==> src/rtl/memory_port_arbiter_pkg.sv <==
// Shared types for the unified-memory arbiter: word width and FSM state encodings.
package memory_port_arbiter_pkg;
    localparam int WORD_SIZE = 16;

    typedef logic [WORD_SIZE-1:0] word_t;

    typedef enum logic [1:0] {
        ARB_IDLE   = 2'd0,
        ARB_I_BUSY = 2'd1,
        ARB_D_BUSY = 2'd2,
        ARB_DONE   = 2'd3
    } arb_state_e;
endpackage

==> src/rtl/memory_port_arbiter_if.sv <==
// Bundle of pipeline-side (IF/MEM) and memory-side signals around the arbiter.
interface memory_port_arbiter_if;
    import memory_port_arbiter_pkg::*;

    logic  i_req, i_abort, i_ready, i_stall;
    word_t i_addr, i_data;
    logic  d_read, d_write, d_ready, d_stall;
    word_t d_addr, d_wdata, d_rdata;
    logic  mem_read, mem_write;
    word_t mem_addr, mem_wdata, mem_rdata;

    modport slave (
        input  i_req, i_addr, i_abort, d_read, d_write, d_addr, d_wdata, mem_rdata,
        output i_ready, i_data, i_stall, d_ready, d_rdata, d_stall,
               mem_read, mem_write, mem_addr, mem_wdata
    );

    modport master (
        output i_req, i_addr, i_abort, d_read, d_write, d_addr, d_wdata, mem_rdata,
        input  i_ready, i_data, i_stall, d_ready, d_rdata, d_stall,
               mem_read, mem_write, mem_addr, mem_wdata
    );
endinterface

==> src/rtl/memory_port_arbiter_mem_latency_counter.sv <==
// Busy-cycle counter: loads MEM_LATENCY-1 on grant, counts down, saturates at zero.
module mem_latency_counter #(
    parameter int MEM_LATENCY = 2
) (
    input  logic clk,
    input  logic reset,
    input  logic load,
    input  logic dec,
    output logic zero
);
    localparam int CW = $clog2(MEM_LATENCY + 1);

    logic [CW-1:0] cnt;

    always_ff @(posedge clk or posedge reset) begin
        if (reset)
            cnt <= '0;
        else if (load)
            cnt <= CW'(MEM_LATENCY - 1);
        else if (dec && cnt != '0)
            cnt <= cnt - CW'(1);
    end

    assign zero = (cnt == '0);
endmodule

==> src/rtl/memory_port_arbiter.sv <==
// Single-port memory arbiter between IF and MEM stages: D-over-I priority,
// fixed-latency access sequencing, registered ready pulses and stall generation.
module memory_port_arbiter
    import memory_port_arbiter_pkg::*;
#(
    parameter int MEM_LATENCY = 2
) (
    input  logic clk,
    input  logic reset,
    memory_port_arbiter_if.slave bus
);
    arb_state_e state;
    logic  aborted;
    logic  i_ready_q, d_ready_q, mem_read_q, mem_write_q;
    word_t i_data_q, d_rdata_q, mem_addr_q, mem_wdata_q;
    logic  cnt_load, cnt_dec, cnt_zero;
    logic  d_req, i_go;

    assign d_req    = bus.d_read || bus.d_write;
    assign i_go     = bus.i_req && !bus.i_abort;
    assign cnt_load = (state == ARB_IDLE) && (d_req || i_go);
    assign cnt_dec  = (state == ARB_I_BUSY) || (state == ARB_D_BUSY);

    mem_latency_counter #(.MEM_LATENCY(MEM_LATENCY)) u_cnt (
        .clk   (clk),
        .reset (reset),
        .load  (cnt_load),
        .dec   (cnt_dec),
        .zero  (cnt_zero)
    );

    always_ff @(posedge clk or posedge reset) begin
        if (reset) begin
            state       <= ARB_IDLE;
            aborted     <= 1'b0;
            i_ready_q   <= 1'b0;
            d_ready_q   <= 1'b0;
            mem_read_q  <= 1'b0;
            mem_write_q <= 1'b0;
            i_data_q    <= '0;
            d_rdata_q   <= '0;
            mem_addr_q  <= '0;
            mem_wdata_q <= '0;
        end else begin
            i_ready_q <= 1'b0;
            d_ready_q <= 1'b0;
            case (state)
                ARB_IDLE: begin
                    if (d_req) begin
                        // Store wins an (illegal) simultaneous read+write.
                        state       <= ARB_D_BUSY;
                        mem_addr_q  <= bus.d_addr;
                        mem_wdata_q <= bus.d_wdata;
                        mem_write_q <= bus.d_write;
                        mem_read_q  <= !bus.d_write;
                    end else if (i_go) begin
                        state      <= ARB_I_BUSY;
                        mem_addr_q <= bus.i_addr;
                        mem_read_q <= 1'b1;
                        aborted    <= 1'b0;
                    end
                end
                ARB_I_BUSY: begin
                    if (bus.i_abort)
                        aborted <= 1'b1;
                    if (cnt_zero) begin
                        state      <= ARB_DONE;
                        mem_read_q <= 1'b0;
                        i_data_q   <= bus.mem_rdata;
                        i_ready_q  <= !(aborted || bus.i_abort);
                    end
                end
                ARB_D_BUSY: begin
                    if (cnt_zero) begin
                        state       <= ARB_DONE;
                        mem_read_q  <= 1'b0;
                        mem_write_q <= 1'b0;
                        d_ready_q   <= 1'b1;
                        if (!mem_write_q)
                            d_rdata_q <= bus.mem_rdata;
                    end
                end
                default: state <= ARB_IDLE;
            endcase
        end
    end

    assign bus.i_ready   = i_ready_q;
    assign bus.d_ready   = d_ready_q;
    assign bus.i_data    = i_data_q;
    assign bus.d_rdata   = d_rdata_q;
    assign bus.mem_read  = mem_read_q;
    assign bus.mem_write = mem_write_q;
    assign bus.mem_addr  = mem_addr_q;
    assign bus.mem_wdata = mem_wdata_q;

    // Stalls are forced low during reset so every output reads zero.
    assign bus.i_stall = !reset && bus.i_req && !i_ready_q;
    assign bus.d_stall = !reset && d_req && !d_ready_q;

    assert property (@(posedge clk) disable iff (reset) !(bus.d_read && bus.d_write));
    assert property (@(posedge clk) disable iff (reset) !(mem_read_q && mem_write_q));
endmodule
==> src/flat_wrapper.sv <==
// flat-port wrapper written by rule: the top's interface ports become plain ports
module memory_port_arbiter_flat import memory_port_arbiter_pkg::*;
#(
    parameter int MEM_LATENCY = 2
)
  (clk, reset, bus_i_req, bus_i_addr, bus_i_abort, bus_d_read, bus_d_write, bus_d_addr, bus_d_wdata, bus_mem_rdata, bus_i_ready, bus_i_data, bus_i_stall, bus_d_ready, bus_d_rdata, bus_d_stall, bus_mem_read, bus_mem_write, bus_mem_addr, bus_mem_wdata);
  memory_port_arbiter_if bus_i ();
  input  logic clk;
  input  logic reset;
  input wire logic [$bits(bus_i.i_req)-1:0] bus_i_req;
  input wire logic [$bits(bus_i.i_addr)-1:0] bus_i_addr;
  input wire logic [$bits(bus_i.i_abort)-1:0] bus_i_abort;
  input wire logic [$bits(bus_i.d_read)-1:0] bus_d_read;
  input wire logic [$bits(bus_i.d_write)-1:0] bus_d_write;
  input wire logic [$bits(bus_i.d_addr)-1:0] bus_d_addr;
  input wire logic [$bits(bus_i.d_wdata)-1:0] bus_d_wdata;
  input wire logic [$bits(bus_i.mem_rdata)-1:0] bus_mem_rdata;
  output wire logic [$bits(bus_i.i_ready)-1:0] bus_i_ready;
  output wire logic [$bits(bus_i.i_data)-1:0] bus_i_data;
  output wire logic [$bits(bus_i.i_stall)-1:0] bus_i_stall;
  output wire logic [$bits(bus_i.d_ready)-1:0] bus_d_ready;
  output wire logic [$bits(bus_i.d_rdata)-1:0] bus_d_rdata;
  output wire logic [$bits(bus_i.d_stall)-1:0] bus_d_stall;
  output wire logic [$bits(bus_i.mem_read)-1:0] bus_mem_read;
  output wire logic [$bits(bus_i.mem_write)-1:0] bus_mem_write;
  output wire logic [$bits(bus_i.mem_addr)-1:0] bus_mem_addr;
  output wire logic [$bits(bus_i.mem_wdata)-1:0] bus_mem_wdata;
  assign bus_i.i_req = bus_i_req;
  assign bus_i.i_addr = bus_i_addr;
  assign bus_i.i_abort = bus_i_abort;
  assign bus_i.d_read = bus_d_read;
  assign bus_i.d_write = bus_d_write;
  assign bus_i.d_addr = bus_d_addr;
  assign bus_i.d_wdata = bus_d_wdata;
  assign bus_i.mem_rdata = bus_mem_rdata;
  assign bus_i_ready = bus_i.i_ready;
  assign bus_i_data = bus_i.i_data;
  assign bus_i_stall = bus_i.i_stall;
  assign bus_d_ready = bus_i.d_ready;
  assign bus_d_rdata = bus_i.d_rdata;
  assign bus_d_stall = bus_i.d_stall;
  assign bus_mem_read = bus_i.mem_read;
  assign bus_mem_write = bus_i.mem_write;
  assign bus_mem_addr = bus_i.mem_addr;
  assign bus_mem_wdata = bus_i.mem_wdata;
  memory_port_arbiter #(.MEM_LATENCY(MEM_LATENCY)) u_core (.clk(clk), .reset(reset), .bus(bus_i));
endmodule
==> config.mk <==
export PLATFORM = sky130hd
export DESIGN_NAME = memory_port_arbiter_flat
export DESIGN_NICKNAME = d
export VERILOG_FILES = /design/src/rtl/memory_port_arbiter_pkg.sv /design/src/rtl/memory_port_arbiter_if.sv /design/src/rtl/memory_port_arbiter_mem_latency_counter.sv /design/src/rtl/memory_port_arbiter.sv /design/src/flat_wrapper.sv
export SDC_FILE = /design/constraint.sdc
export NUM_CORES = 1
export LEC_CHECK = 0
export ABC_AREA = 1
export BUFFER_PORTS_ARGS = -buffer_cell sky130_fd_sc_hd__clkbuf_2
export CAP_MARGIN = 20
export CELL_PAD_IN_SITES_DETAIL_PLACEMENT = 0
export CELL_PAD_IN_SITES_GLOBAL_PLACEMENT = 1
export CORE_UTILIZATION = 35
export CTS_BUF_LIST = sky130_fd_sc_hd__clkbuf_4 sky130_fd_sc_hd__clkbuf_8
export DETAILED_ROUTE_END_ITERATION = 10
export PLACE_DENSITY = 0.89
export SETUP_SLACK_MARGIN = 0.15
export SLEW_MARGIN = 10
export SYNTH_ARGS = -nofsm -noshare
export SYNTH_HDL_FRONTEND = slang
export SYNTH_SLANG_ARGS = --single-unit
==> constraint.sdc <==
create_clock -name clk -period 2.33 [get_ports clk]
set_input_delay 0.233 -clock clk [delete_from_list [all_inputs] [get_ports clk]]
set_output_delay 0.233 -clock clk [all_outputs]
set_load 0.005 [all_outputs]
==> impl_metrics.csv, run 1 <==
group,metric,value,unit
cells_and_area,syn2layout_area_growth,29.6,%
logic_synthesis,synth-seq-cells,73,
clocking,cts_resized,0,
logic_synthesis,synth_edf_count,0,
placed_design,dpl.hpwl,5740,um
logic_synthesis,synth_mux_area_share,0,%
setup_path,crit_buf_inv,1,
detailed_routing,drt_iter0_drc,99,
clocking,clk-insertion-delay-late,0.35,ns
power_and_ir_drop,p_total,0.00518,W
logic_synthesis,syn_inst,381,
setup_path,crit_path_start_kind,"flop",
worst_hold_path,hold_path.class,"in -> reg",
run,max_cap_violations,0,
power_and_ir_drop,pwr-share-clk,17.1,%
power_and_ir_drop,sw_frac_of_total,38.7,%
sta,hold_viol,0,
floorplanning,row_count,34,
power_and_ir_drop,p_sw,0.00201,W
sta,fmax,540,MHz
logic_synthesis,ys_seq_area_share,57.1,%
grt,antenna_found_initial,0,
outcome,status,"complete, no violations",
power_and_ir_drop,vdd_drop_max,0.000524,V
power_and_ir_drop,pwr-share-seq,43.1,%
setup_path,cp_max_fo,32,
clocking,cts.clk_slew.worst_paths,0.08,ns
grt,grt_pass1_wl,13200,um
clocking,clock-root-buffer,"clkbuf_8",
sta,fin_worst_skew,0.0144,ns
setup_path,r2r_setup_slack,0.48,ns
power_and_ir_drop,leakagePower,2.42,nW
logic_synthesis,netlist_area,3200,um2
power_and_ir_drop,p_int,0.00317,W
logic_synthesis,synth.top_cells.by_area,"dfrtp_1 (57%), nand2_1 (21%), o21ai_0 (7.8%)",
setup_path,required,2.52,ns
logic_synthesis,synth_top_area_cell,"dfrtp_1",
clocking,cts.sink_count,73,
setup_path,worstSetupEndpointType,"flop",
clocking,hold_buffers,1,
detailed_routing,postRouteAntennaNets,0,
floorplanning,die_x,97.6,um
grt,overflow,0,
setup_path,path_class,"reg -> reg",
clocking,clockBufferDepth,2,
sta,tns,0,ns
detailed_routing,via_per_inst,4.48,
grt,grt_pass1_vias,2866,
detailed_routing,firstDrtPassIters,4,
floorplanning,core-area,8760,um2
floorplanning,start_util,36.5,%
placed_design,portBuffers,139,
sta,period_share,79.5,%
setup_path,crit_arrival,2.04,ns
grt,grt_usage,17.1,%
logic_synthesis,yosysMostFrequentCell,"nand2_1",
logic_synthesis,synth_top_area_share,57.1,%
placed_design,gp_congestion,0.814,
logic_synthesis,synth_commonest_cells,"nand2_1 (180), dfrtp_1 (73), o21ai_0 (50)",
placed_design,dpl.cell_count,615,
logic_synthesis,synth_xor_area_share,0.274,%
power_and_ir_drop,power.density,1250,nW/um2
setup_path,cp_top_family,"simple AND/OR/NAND/NOR gates",
setup_path,slowest_stage,"or2_1",
logic_synthesis,syn_nets,457,
detailed_routing,vias,2832,
logic_synthesis,async_reset_ff_share,100,%
logic_synthesis,synth_simple_gate_area_share,24.2,%
logic_synthesis,syn_avg_cell_area,8.39,um2
logic_synthesis,synthAdderAreaFrac,2.35,%
clocking,postCtsSetupBuffers,0,
sta,relSlewSlack,39.6,%
logic_synthesis,synth_ff_type,"dfrtp_1",
logic_synthesis,synth-compound-area-share,9.23,%
logic_synthesis,synth_cell_types,24,
detailed_routing,routed_wire_length_per_instance,12.2,um
sta,rsz0062_at_grt,"no",
power_and_ir_drop,combinationalPowerShare,39.8,%
cells_and_area,nets,595,
setup_path,slowest_delay,0.70,ns
detailed_routing,drc,0,
cells_and_area,drive_gt1_share,32.4,%
logic_synthesis,yosysWarningCount,0,
logic_synthesis,synth_top_family_by_area,"simple AND/OR/NAND/NOR gates",
cells_and_area,stdcell_count,632,
cells_and_area,final_core_utilization,47.3,%
floorplanning,fp.dieH,97.6,um
clocking,htreeDepth,3,
setup_path,path_cells,"inv_1 > ha_1 > nand2_1 > or2_1 > o21ai_0",
sta,fin_crit,1.85,ns
grt,grt_max_degree,42,
floorplanning,die_area,9520,um2
cells_and_area,num_antenna_cells,0,
detailed_routing,totalWireLength,7690,um
floorplanning,ios,140,
clocking,cts_tree,"yes",
sta,worst_pin_slew,0.906,ns
sta,slew_violations,0,
sta,worst_hold_slack,0.0710,ns
clocking,cts-buffers-inserted,9,
sta,setup_viol,0,
worst reg2reg max path, delay by kind of cell (launching register included):
family                     cells  cell delay (ns)
DFF                            1             0.41
adders and majority gates      1             0.22
and+or+nand+nor                2             0.80
AOI/OAI and AO/OA              1             0.20
buffers and inverters          1             0.08
kinds of logic (layout without fill, tap and decap cells):
group | Yosys count | count (layout)
AO/OA/AOI/OAI | 56 | 56
XOR/XNOR | 1 | 1
adder cells (fa/ha/maj) | 6 | 6
buffers and inverters | 48 | 191
flip-flops | 73 | 73
AND/OR/NAND/NOR | 197 | 197
final timing paths:
kind                                      endpoint  depth (start not counted)                    from
setup / recovery             u_core.bus.d_rdata[8]                          5         u_core.state[0]
hold / removal             u_core.bus.mem_wdata[5]                          3          bus_d_wdata[5]
setup reg to reg             u_core.bus.d_rdata[8]                          5         u_core.state[0]
hold reg to reg             u_core.bus.mem_addr[2]                          2  u_core.bus.mem_addr[2]
max in group asynchronous     u_core.bus.i_data[4]                          4                   reset
min in group asynchronous   u_core.bus.mem_addr[8]                          3                   reset
cells in the final DEF (no fill, tap or decap), types with 2 or more instances in the layout:
cell type	instances
buf_4	5
clkbuf_2	139
clkbuf_8	9
clkinv_2	2
clkinvlp_4	2
dfrtp_1	73
ha_1	6
inv_1	27
inv_2	3
nand2_1	180
nand3_1	3
nor2_1	5
nor2_4	2
nor3_1	2
o21ai_0	50
o21ai_1	3
or2_2	2
per-stage QoR:
| stage | worst slack, ns | area [um2] |
|---|---|---|
| 2_1_floorplan | 0.244 | 3200 |
| 6_report | 0.478 | 4140 |
| 3_3_place_gp | 0.569 | 3960 |
| 4_1_cts | 0.425 | 4140 |
| 3_5_place_dp | 0.441 | 3960 |
| 5_1_grt | 0.196 | 4140 |
power by group through the flow:
stage	Clock [W]	Sequential, W	Combinational, W
CTS	0.000917	0.00224	0.00211
floorplan	0	0.00226	0.00115
global route	0.000984	0.00231	0.00239
global placement	0	0.00222	0.00204
finish	0.000884	0.00223	0.00206
detailed placement	0	0.00225	0.00211
final cells by class:
cell class	count	area, um2
Multi-Input combinational cell	260	1150
Clock buffer	10	131
Timing Repair Buffer	145	743
Tap cell	108	135
Fill cell	855	4620
Inverter	30	113
Clock inverter	6	42.5
Sequential cell	73	1830
registers in the layout, indices dropped and copies added (netlist names):
name,count
u_core.aborted,1
u_core.bus.d_rdata,16
u_core.bus.d_ready,1
u_core.bus.i_data,16
u_core.bus.i_ready,1
u_core.bus.mem_addr,16
u_core.bus.mem_read,1
u_core.bus.mem_wdata,16
u_core.bus.mem_write,1
u_core.state,2
u_core.u_cnt.cnt,2
metal layers:
metal,up-vias,track usage (%),share of wire (%)
met1,1300,20.9,45
met5,-,0,0
met4,0,5.77,1.7
li1,1447,-,-
met3,11,4.39,4.8
met2,74,29.3,49
Note: power is estimated with default switching activity, not from simulation.
==> inputs of run 2 (changes only) <==
--- a/config.mk
+++ b/config.mk
@@ -10,10 +10,10 @@
 export CAP_MARGIN = 20
 export CELL_PAD_IN_SITES_DETAIL_PLACEMENT = 0
 export CELL_PAD_IN_SITES_GLOBAL_PLACEMENT = 1
-export CORE_UTILIZATION = 35
+export CORE_UTILIZATION = 31
 export CTS_BUF_LIST = sky130_fd_sc_hd__clkbuf_4 sky130_fd_sc_hd__clkbuf_8
 export DETAILED_ROUTE_END_ITERATION = 10
-export PLACE_DENSITY = 0.89
+export PLACE_DENSITY = 0.83
 export SETUP_SLACK_MARGIN = 0.15
 export SLEW_MARGIN = 10
 export SYNTH_ARGS = -nofsm -noshare
==> constraint.sdc (replaced) <==
create_clock -name clk -period 1.5 [get_ports clk]
set_input_delay 0.15 -clock clk [delete_from_list [all_inputs] [get_ports clk]]
set_output_delay 0.15 -clock clk [all_outputs]
set_load 0.005 [all_outputs]
==> run 2 against run 1 <==
Non-clock buffer count up 31. Maximum frequency up 32%. Sequential share of layout area down 6.5 points. First-iteration DRC count up 73%. Via count up 7.0%. Design area up 17%. Global-route usage down 0.71 points. Clock skew down 0.0037 ns. Routed wire length up 14%. Setup slack worse by 0.38 ns. Highest routed layer unchanged.
==> impl_metrics.csv, run 2 (synthesis gave the netlist of run 1 again) <==
group,metric,value,unit
floorplanning,core-area,9860,um2
detailed_routing,firstDrtPassIters,4,
sta,fin_crit,1.40,ns
power_and_ir_drop,sw_frac_of_total,36.7,%
sta,hold_viol,0,
setup_path,r2r_setup_slack,0.10,ns
sta,slew_violations,0,
outcome,status,"complete, no violations",
sta,fin_worst_skew,0.0107,ns
clocking,clockBufferDepth,2,
setup_path,crit_arrival,1.63,ns
clocking,cts.sink_count,73,
run,max_cap_violations,0,
grt,grt_pass1_vias,2940,
detailed_routing,drt_iter0_drc,171,
sta,worst_pin_slew,0.416,ns
power_and_ir_drop,p_sw,0.00359,W
sta,period_share,93.3,%
grt,overflow,0,
clocking,cts.clk_slew.worst_paths,0.08,ns
sta,setup_viol,0,
floorplanning,ios,140,
cells_and_area,syn2layout_area_growth,51.8,%
detailed_routing,vias,3029,
detailed_routing,routed_wire_length_per_instance,12.7,um
detailed_routing,postRouteAntennaNets,0,
cells_and_area,final_core_utilization,49.2,%
power_and_ir_drop,p_total,0.00978,W
sta,relSlewSlack,72.2,%
floorplanning,die_x,104,um
floorplanning,die_area,10700,um2
setup_path,path_class,"reg -> reg",
placed_design,gp_congestion,0.786,
clocking,cts_tree,"yes",
power_and_ir_drop,leakagePower,2.71,nW
clocking,clk-insertion-delay-late,0.34,ns
worst_hold_path,hold_path.class,"in -> reg",
sta,rsz0062_at_grt,"yes",
power_and_ir_drop,p_int,0.00619,W
setup_path,worstSetupEndpointType,"flop",
placed_design,placed_cell_area,4090,um2
cells_and_area,nets,627,
clocking,clock-root-buffer,"clkbuf_8",
floorplanning,fp.dieH,104,um
clocking,cts-buffers-inserted,9,
power_and_ir_drop,pwr-share-clk,19.3,%
power_and_ir_drop,combinationalPowerShare,44.9,%
floorplanning,row_count,36,
cells_and_area,stdcell_count,689,
cells_and_area,final_common_cell,"nand2_1",
cells_and_area,layout_common_cells,"nand2_1 (149), clkbuf_2 (136), dfrtp_1 (73)",
cells_and_area,design_area,4850,um2
power_and_ir_drop,pwr-share-seq,35.9,%
floorplanning,start_util,32.4,%
detailed_routing,via_per_inst,4.40,
cells_and_area,drive_gt1_share,43.2,%
grt,grt_max_degree,42,
detailed_routing,totalWireLength,8770,um
power_and_ir_drop,vdd_drop_max,0.000714,V
setup_path,cp_max_fo,8,
grt,antenna_found_initial,0,
grt,grt_pass1_wl,14000,um
placed_design,dpl.cell_count,646,
setup_path,crit_path_start_kind,"flop",
cells_and_area,num_antenna_cells,0,
sta,fmax,715,MHz
clocking,htreeDepth,3,
placed_design,dpl.hpwl,5810,um
power_and_ir_drop,power.density,2010,nW/um2
placed_design,portBuffers,139,
detailed_routing,drc,0,
grt,grt_usage,16.4,%
setup_path,required,1.73,ns
sta,tns,0,ns
==> run 2: cell types whose count changed in the layout (fill, tap and decap cells not counted), sizes merged <==
cell	delta
dlygate4sd3	+9
bufinv	+3
clkbuf	-1
buf	+23
clkinv	-2
==> run 2: critical path: stages, from the launching register on <==
cell,delay (ns)
dfrtp_1,0.39
buf_4,0.14
ha_4,0.13
nand2_2,0.06
or2_4,0.29
buf_16,0.16
nand2_2,0.05
o21ai_1,0.07
==> run 2: timing repair <==
action                                 4_1_cts  5_1_grt
endpoints found under the hold margin       24        0
gates resized for setup                     35       57
gates cloned                                 2        4
pin swaps                                    5       20
setup endpoints to repair                   39       68
buffers inserted                             6        5
hold buffers                                10        0
==> run 2: stage by stage <==
step / setup slack (ns) / hold WS [ns]
floorplan: 0.0752 / 0.260
global placement: 0.125 / 0.183
detailed placement: 0.0447 / 0.180
CTS: 0.109 / 0.00341
global route: 0.0562 / 0.00255
finish: 0.101 / 0.0141
==> run 2: final timing paths <==
check | startpoint | to | depth (start not counted)
worst max-delay path | u_core.state[1] | u_core.bus.d_rdata[0] | 7
worst max register to register | u_core.state[1] | u_core.bus.d_rdata[0] | 7
worst min-delay path | bus_d_wdata[10] | u_core.bus.mem_wdata[10] | 3
min in group asynchronous | reset | u_core.bus.mem_wdata[2] | 3
max in group asynchronous | reset | u_core.state[1] | 4
worst min register to register | u_core.bus.mem_wdata[10] | u_core.bus.mem_wdata[10] | 2
==> run 2: power groups by stage <==
stage,Combinational (W),Sequential (W),Clock [W]
finish,0.00439,0.00351,0.00188
global placement,0.00334,0.00346,0
CTS,0.00385,0.00348,0.00194
floorplan,0.00187,0.00351,0
detailed placement,0.00342,0.00349,0
global route,0.00493,0.00363,0.00203
==> run 2: area by class of cell <==
class                   count  area, um2
repair inverters            1       6.26
fillers                   959       5010
clock inverters             6        115
flip-flops and latches     73       1830
repair buffers            176       1150
clock buffers              10        131
well taps                 133        166
multi-input cells         260       1330
inverters                  30        129
==> run 2: metal layers <==
metal | GRT usage [%] | vias up | part of all wire [%]
li1 | - | 1522 | -
met4 | 6.63 | 0 | 1.4
met3 | 4.34 | 11 | 4.4
met5 | 0 | - | 0
met2 | 28.4 | 76 | 51
met1 | 19.2 | 1420 | 43
